<file path="src/rtl/ct_f_spsram_param_if.sv">
// Bus bundle for the parametrised single-port SRAM: macro-style active-low controls,
// read data and init status.
interface ct_f_spsram_param_if #(
  parameter int DATA_WIDTH = 7,
  parameter int ADDR_WIDTH = 8
);
  logic [ADDR_WIDTH-1:0] A;
  logic                  CEN;
  logic                  GWEN;
  logic [DATA_WIDTH-1:0] WEN;
  logic [DATA_WIDTH-1:0] D;
  logic [DATA_WIDTH-1:0] Q;
  logic                  INIT_BUSY;

  modport master (output A, CEN, GWEN, WEN, D, input Q, INIT_BUSY);
  modport slave  (input A, CEN, GWEN, WEN, D, output Q, INIT_BUSY);
endinterface

</file>
<file path="src/rtl/ct_f_spsram_param.sv">
// Parametrised single-port SRAM with post-reset clear engine, optional output flop
// and read data that holds until the next read completes.
module ct_f_spsram_param #(
  parameter int                    DATA_WIDTH = 7,
  parameter int                    ADDR_WIDTH = 8,
  parameter bit                    OUT_REG    = 1'b0,
  parameter bit                    INIT_EN    = 1'b1,
  parameter logic [DATA_WIDTH-1:0] INIT_VALUE = '0
) (
  input logic                CLK,
  input logic                RST_B,
  ct_f_spsram_param_if.slave sram
);

  localparam int DEPTH = 2 ** ADDR_WIDTH;
  localparam logic [ADDR_WIDTH-1:0] CNT_LAST = '1;

  typedef enum logic {
    ST_INIT  = 1'b0,
    ST_READY = 1'b1
  } state_t;

  localparam state_t RST_STATE = INIT_EN ? ST_INIT : ST_READY;

  state_t                r_state;
  state_t                w_state_nxt;
  logic [ADDR_WIDTH-1:0] r_cnt;
  logic [ADDR_WIDTH-1:0] w_cnt_nxt;
  logic                  r_busy;
  logic                  w_busy_nxt;
  logic                  w_we;
  logic                  w_re;
  logic [ADDR_WIDTH-1:0] w_waddr;
  logic [DATA_WIDTH-1:0] w_wdata;
  logic [DATA_WIDTH-1:0] w_wmask;
  logic [DATA_WIDTH-1:0] r_mem [DEPTH];
  logic [DATA_WIDTH-1:0] r_q;

  // FSM, init counter and busy flag registers
  always_ff @(posedge CLK or negedge RST_B) begin
    if (!RST_B) begin
      r_state <= RST_STATE;
      r_cnt   <= '0;
      r_busy  <= INIT_EN;
    end else begin
      r_state <= w_state_nxt;
      r_cnt   <= w_cnt_nxt;
      r_busy  <= w_busy_nxt;
    end
  end

  // Next state and write-port mux: init engine owns the port until the last word is cleared
  always_comb begin
    w_state_nxt = r_state;
    w_cnt_nxt   = r_cnt;
    w_we        = 1'b0;
    w_re        = 1'b0;
    w_waddr     = sram.A;
    w_wdata     = sram.D;
    w_wmask     = ~sram.WEN;
    case (r_state)
      ST_INIT: begin
        w_we      = 1'b1;
        w_waddr   = r_cnt;
        w_wdata   = INIT_VALUE;
        w_wmask   = '1;
        w_cnt_nxt = r_cnt + ADDR_WIDTH'(1);
        if (r_cnt == CNT_LAST) begin
          w_state_nxt = ST_READY;
        end else begin
          w_state_nxt = ST_INIT;
        end
      end
      ST_READY: begin
        w_we = !sram.CEN && !sram.GWEN;
        w_re = !sram.CEN && sram.GWEN;
      end
      default: begin
        w_state_nxt = RST_STATE;
      end
    endcase
    w_busy_nxt = (w_state_nxt == ST_INIT);
  end

  // Bit-masked write port; the array itself is never reset
  always_ff @(posedge CLK) begin
    if (w_we) begin
      for (int i = 0; i < DATA_WIDTH; i++) begin
        if (w_wmask[i]) begin
          r_mem[w_waddr][i] <= w_wdata[i];
        end
      end
    end
  end

  generate
    if (OUT_REG) begin : g_oreg
      logic [DATA_WIDTH-1:0] r_pipe;
      logic                  r_pipe_vld;

      // Two-stage read: the valid bit lets an in-flight read land even if a write follows
      always_ff @(posedge CLK or negedge RST_B) begin
        if (!RST_B) begin
          r_pipe     <= '0;
          r_pipe_vld <= 1'b0;
          r_q        <= '0;
        end else begin
          r_pipe_vld <= w_re;
          if (w_re) begin
            r_pipe <= r_mem[sram.A];
          end
          if (r_pipe_vld) begin
            r_q <= r_pipe;
          end
        end
      end
    end else begin : g_noreg
      // Single-stage read; Q only moves on a completed read
      always_ff @(posedge CLK or negedge RST_B) begin
        if (!RST_B) begin
          r_q <= '0;
        end else if (w_re) begin
          r_q <= r_mem[sram.A];
        end
      end
    end
  endgenerate

  assign sram.Q         = r_q;
  assign sram.INIT_BUSY = r_busy;

endmodule

</file>
<file path="src/flat_wrapper.sv">
// flat-port wrapper written by rule: the top's interface ports become plain ports
module ct_f_spsram_param_flat 
#(
  parameter int                    DATA_WIDTH = 7,
  parameter int                    ADDR_WIDTH = 8,
  parameter bit                    OUT_REG    = 1'b0,
  parameter bit                    INIT_EN    = 1'b1,
  parameter logic [DATA_WIDTH-1:0] INIT_VALUE = '0
)
  (CLK, RST_B, sram_A, sram_CEN, sram_GWEN, sram_WEN, sram_D, sram_Q, sram_INIT_BUSY);
  ct_f_spsram_param_if #(.DATA_WIDTH(DATA_WIDTH), .ADDR_WIDTH(ADDR_WIDTH)) sram_i ();
  input logic CLK;
  input logic RST_B;
  input wire logic [$bits(sram_i.A)-1:0] sram_A;
  input wire logic [$bits(sram_i.CEN)-1:0] sram_CEN;
  input wire logic [$bits(sram_i.GWEN)-1:0] sram_GWEN;
  input wire logic [$bits(sram_i.WEN)-1:0] sram_WEN;
  input wire logic [$bits(sram_i.D)-1:0] sram_D;
  output wire logic [$bits(sram_i.Q)-1:0] sram_Q;
  output wire logic [$bits(sram_i.INIT_BUSY)-1:0] sram_INIT_BUSY;
  assign sram_i.A = sram_A;
  assign sram_i.CEN = sram_CEN;
  assign sram_i.GWEN = sram_GWEN;
  assign sram_i.WEN = sram_WEN;
  assign sram_i.D = sram_D;
  assign sram_Q = sram_i.Q;
  assign sram_INIT_BUSY = sram_i.INIT_BUSY;
  ct_f_spsram_param #(.DATA_WIDTH(DATA_WIDTH), .ADDR_WIDTH(ADDR_WIDTH), .OUT_REG(OUT_REG), .INIT_EN(INIT_EN), .INIT_VALUE(INIT_VALUE)) u_core (.CLK(CLK), .RST_B(RST_B), .sram(sram_i));
endmodule
</file>
<file path="config.mk">
export PLATFORM = sky130hd
export DESIGN_NAME = ct_f_spsram_param_flat
export DESIGN_NICKNAME = d
export VERILOG_FILES = /design/src/rtl/ct_f_spsram_param_if.sv /design/src/rtl/ct_f_spsram_param.sv /design/src/flat_wrapper.sv
export SDC_FILE = /design/constraint.sdc
export NUM_CORES = 2
export LEC_CHECK = 0
export CORE_UTILIZATION = 59
export CTS_BUF_LIST = sky130_fd_sc_hd__clkbuf_2
export CTS_CLUSTER_DIAMETER = 200
export CTS_CLUSTER_SIZE = 28
export DETAILED_ROUTE_END_ITERATION = 7
export PLACE_DENSITY = 0.78
export SYNTH_ARGS = -nofsm -noshare
export SYNTH_HDL_FRONTEND = slang
export SYNTH_SLANG_ARGS = --single-unit
</file>
<file path="constraint.sdc">
create_clock -name CLK -period 5.66 [get_ports CLK]
set_input_delay 1.132 -clock CLK [delete_from_list [all_inputs] [get_ports CLK]]
set_output_delay 1.132 -clock CLK [all_outputs]
set_load 0.01 [all_outputs]
</file>
==> implementation parameters <==
Parameter                              Value

Run status
  Outcome ... finished, violations left
  Failing checks ... design-rule violations

Setup path
  Req. time, crit path ... 4.53 ns
  Worst-path fanout max ... 2
  Critical path start-end classification ... flip-flop to output port
  Slowest Stage Delay on Critical Path ... 0.71 ns
  CP endpoint kind ... output port
  Crit-path cells ... clkdlybuf4s50_1
  Dominant delay contributor by cell family on the critical path ... flip-flops
  Critical path startpoint category ... flip-flop
  Reg2reg setup slack ... 2.17 ns
  Count of buffer and inverter cells on the critical path ... 1
  Worst EP arrival ... 3.08 ns
  Cell with the largest stage delay on the worst path ... sky130_fd_sc_hd__dfrtp_1
  R2R depth ... 5
  Start of the worst register-to-register path ... u_core.r_state$_DFF_PN0_
  Endpoint of the lowest-slack register-to-register path ... u_core.r_mem[80][1]$_DFFE_PP_

Floorplanning
  Site row count ... 133
  Floorplan core area ... between 100000 and 150000 um^2
  Die outline height ... 367 um
  Initial standard-cell utilization of the core ... 0.596
  Floorplan die area ... approximately 130000 um^2
  # IOs ... 34
  Die boundary width ... around 370 um

STA
  Rel. slew slack ... 0.137
  Number of hold violations in the final report ... 0
  Final period utilization ... 0.745
  Max Slew Vio Count ... 0
  Fmax achieved ... 237 MHz
  Transition time at the pin with the least slew margin ... 1.29 ns
  Hold WS ... 0.234 ns
  Post-route setup TNS ... 0 ns
  Unrepaired setup endpoints after global routing ... false
  Final critical delay including setup and external delays ... 4.21 ns
  Maximum clock skew at final layout ... 0.161 ns
  Setup-violating endpoint count in the final report ... 0

Hold path
  Path category of the worst min-delay check ... primary input to async pin

Clock tree
  Total of cells resized after clock tree synthesis ... 0
  H-Tree Depth ... 3
  Number of buffers inserted during clock tree synthesis ... 74
  CTS tree ... done
  Number of sinks handled by clock tree synthesis ... 1809
  Skew-Pair Late Insertion Delay ... approximately 1.7 ns
  Postcts setup bufs ... 0
  Maximum count of clock buffers along a single path ... 3
  Cell at the root of the clock tree ... sky130_fd_sc_hd__clkbuf_2
  Number of hold buffers added after CTS ... 1
  Register clock-pin slew on the reported worst setup and hold paths ... 0.52 ns

Layout
  Commonest non-fill, non-tap cell in the layout ... sky130_fd_sc_hd__nor2_1
  Number of nets in the layout ... around 5400
  Share of final-layout standard cells stronger than drive strength 1 ... 0.121
  Top library cells by usage in the layout, fill and taps aside ... sky130_fd_sc_hd__nor2_1 (1814), sky130_fd_sc_hd__edfxtp_1 (1792), sky130_fd_sc_hd__mux2i_1 (334)
  Filler-free cell count of the finished design ... just over 7000
  Area Growth Syn to Fin ... 2.99%
  Final cell area excluding filler cells ... 80900 um^2

Route
  Number of optimization iterations in the first detailed-route pass ... 8
  Count of nets left with antenna violations after detail routing ... 0
  Per-cell routed wire length ... 29.4 um
  Vias per Instance ... 6.75
  First-iteration detailed-routing DRC count ... ~8600
  Vias ... ~48000
  Wire length reported by the detailed router ... 210 mm
  Final routed DRC violation total ... 9

Global route
  Final global-route overflow total ... 0
  Vias in the first global route ... 45700
  Largest net degree at the start of global routing ... 226
  Number of antenna violations at the first check in global routing ... 13
  Overall routing resource usage ... 0.308
  Global-route wire length before repair ... 302 mm

Yosys
  Post-synthesis instance total ... between 5000 and 6000
  Post-synth EDFFs ... around 1800
  Number of library cell types mapped by synthesis ... 61
  Async S/R FF share, synth ... 0.00940
  Leading post-synthesis cells by cell area ... sky130_fd_sc_hd__edfxtp_1 (69%), sky130_fd_sc_hd__nor2_1 (8.7%), sky130_fd_sc_hd__mux4_2 (8.5%)
  Primary FF master, synth ... sky130_fd_sc_hd__edfxtp_1
  Post-synthesis cell type with the largest combined area ... sky130_fd_sc_hd__edfxtp_1
  FF+latch count, synth ... 1809
  Net count of the mapped netlist ... 5587
  Post-Synthesis Mean Instance Area ... 14.1 um^2
  Area share of the leading cell type in the synthesized netlist ... 0.685
  Sequential-to-total area share from yosys stat ... 0.691
  Post-synth design cell area ... roughly 79000 um^2
  Number of synthesis warnings ... 0

Place
  Cell Count Post-Placement ... approximately 7000
  Port-buffer cells ... 33
  Post-detail-place hpwl ... 127 mm
  Final estimated routing congestion in global placement ... around 0.96
  Placement Cell Area ... between 80000 and 90000 um^2

Power and ir drop
  Worst ir drop on vdd ... 0.000139 V
  Total Power Consumption ... slightly below 20 mW
  Cell area power density ... 240 nW/um^2
  Static Leakage ... about 20 nW

Job
  Max capacitance violation total ... 0
[cell usage after synthesis (all sizes together) (2+ instances only)]
cell / instances
mux2: 7
or3b: 3
a221oi: 38
a2111oi: 14
and2: 11
nor3: 19
nor4: 9
o22ai: 96
buf: 289
nor2b: 12
a211oi: 64
inv: 9
nand3b: 6
or2: 3
o31ai: 2
a21o: 2
o21a: 6
a31o: 2
mux2i: 334
clkbuf: 217
a221o: 6
nand2b: 9
nand3: 19
a22oi: 22
a311oi: 5
edfxtp: 1792
xor2: 3
nor3b: 2
dfrtp: 16
a211o: 7
xnor2: 4
mux4: 297
a21oi: 49
nor2: 1817
o21ai: 83
o221ai: 49
a31oi: 9
nand2: 216
[cell families (layout without fill, tap and decap cells)]
family / Yosys count / after routing / share of synthesized area
mux: 638 / 638 / 0.129
flops: 1809 / 1809 / 0.691
other cells: 0 / 4 / 0
xor+xnor: 7 / 7 / 0.000781
fa+ha+maj: 1 / 1 / 0.000159
buf+inv: 515 / 340 / 0.0345
simple gates: 2132 / 2132 / 0.105
compound gates: 458 / 458 / 0.0402
[per-layer routing]
layer / wire, um / vias up / track usage
met1: 72700 / 24300 / 0.410
met2: 96100 / 3443 / 0.473
li1: - / 19900 / -
met5: 235 / - / 0.00712
met3: 28900 / 641 / 0.0823
met4: 11900 / 14 / 0.154
[through the flow]
stage / setup WS, ns / util
after CTS: 1.44 / 0.614
after global placement: 0.917 / 0.609
after detailed placement: 0.953 / 0.609
final: 1.45 / 0.614
after floorplan: 0.0962 / -
after global routing: 1.48 / 0.614
[layout make-up]
class	count	area, um^2
diodes	4	10.0
clock buffers	107	536
clock inverters	3	23.8
fillers	9651	50900
inverters	9	37.5
multi-input cells	3236	21700
flip-flops and latches	1809	54200
well taps	1755	2200
repair buffers	221	2090
[report_power, final]
group          total [mW]  switching (mW)  internal (mW)  leakage, nW
Clock                4.16            3.67          0.484        0.460
Combinational       0.782           0.527          0.255         7.26
Sequential           14.5               0           14.5         12.6
[worst max-delay path by stage]
stage               cells past startpoint  slack, ns                         start                           end
detailed placement                      9       0.95                     sram_A[2]  u_core.sram.Q[0]$_DFFE_PN0P_
global route                            1       1.48  u_core.sram.Q[1]$_DFFE_PN0P_                     sram_Q[1]
CTS                                     1       1.44  u_core.sram.Q[1]$_DFFE_PN0P_                     sram_Q[1]
global placement                        9       0.92                     sram_A[2]  u_core.sram.Q[0]$_DFFE_PN0P_
finish                                  1       1.45  u_core.sram.Q[0]$_DFFE_PN0P_                     sram_Q[0]
floorplan                               5        0.1      u_core.r_state$_DFF_PN0_  u_core.r_mem[0][5]$_DFFE_PP_
[sequential cells by signal, summed over array words and instances, names as in the netlist]
name,cells
u_core.sram.INIT_BUSY,1
u_core.r_state,1
u_core.r_cnt,8
u_core.r_mem,1792
u_core.sram.Q,7
[worst min-delay path: cells and delay by family]
family   cells  cell delay (ns)
buf+inv      3             1.37
Power figures use the tool's default switching activity.
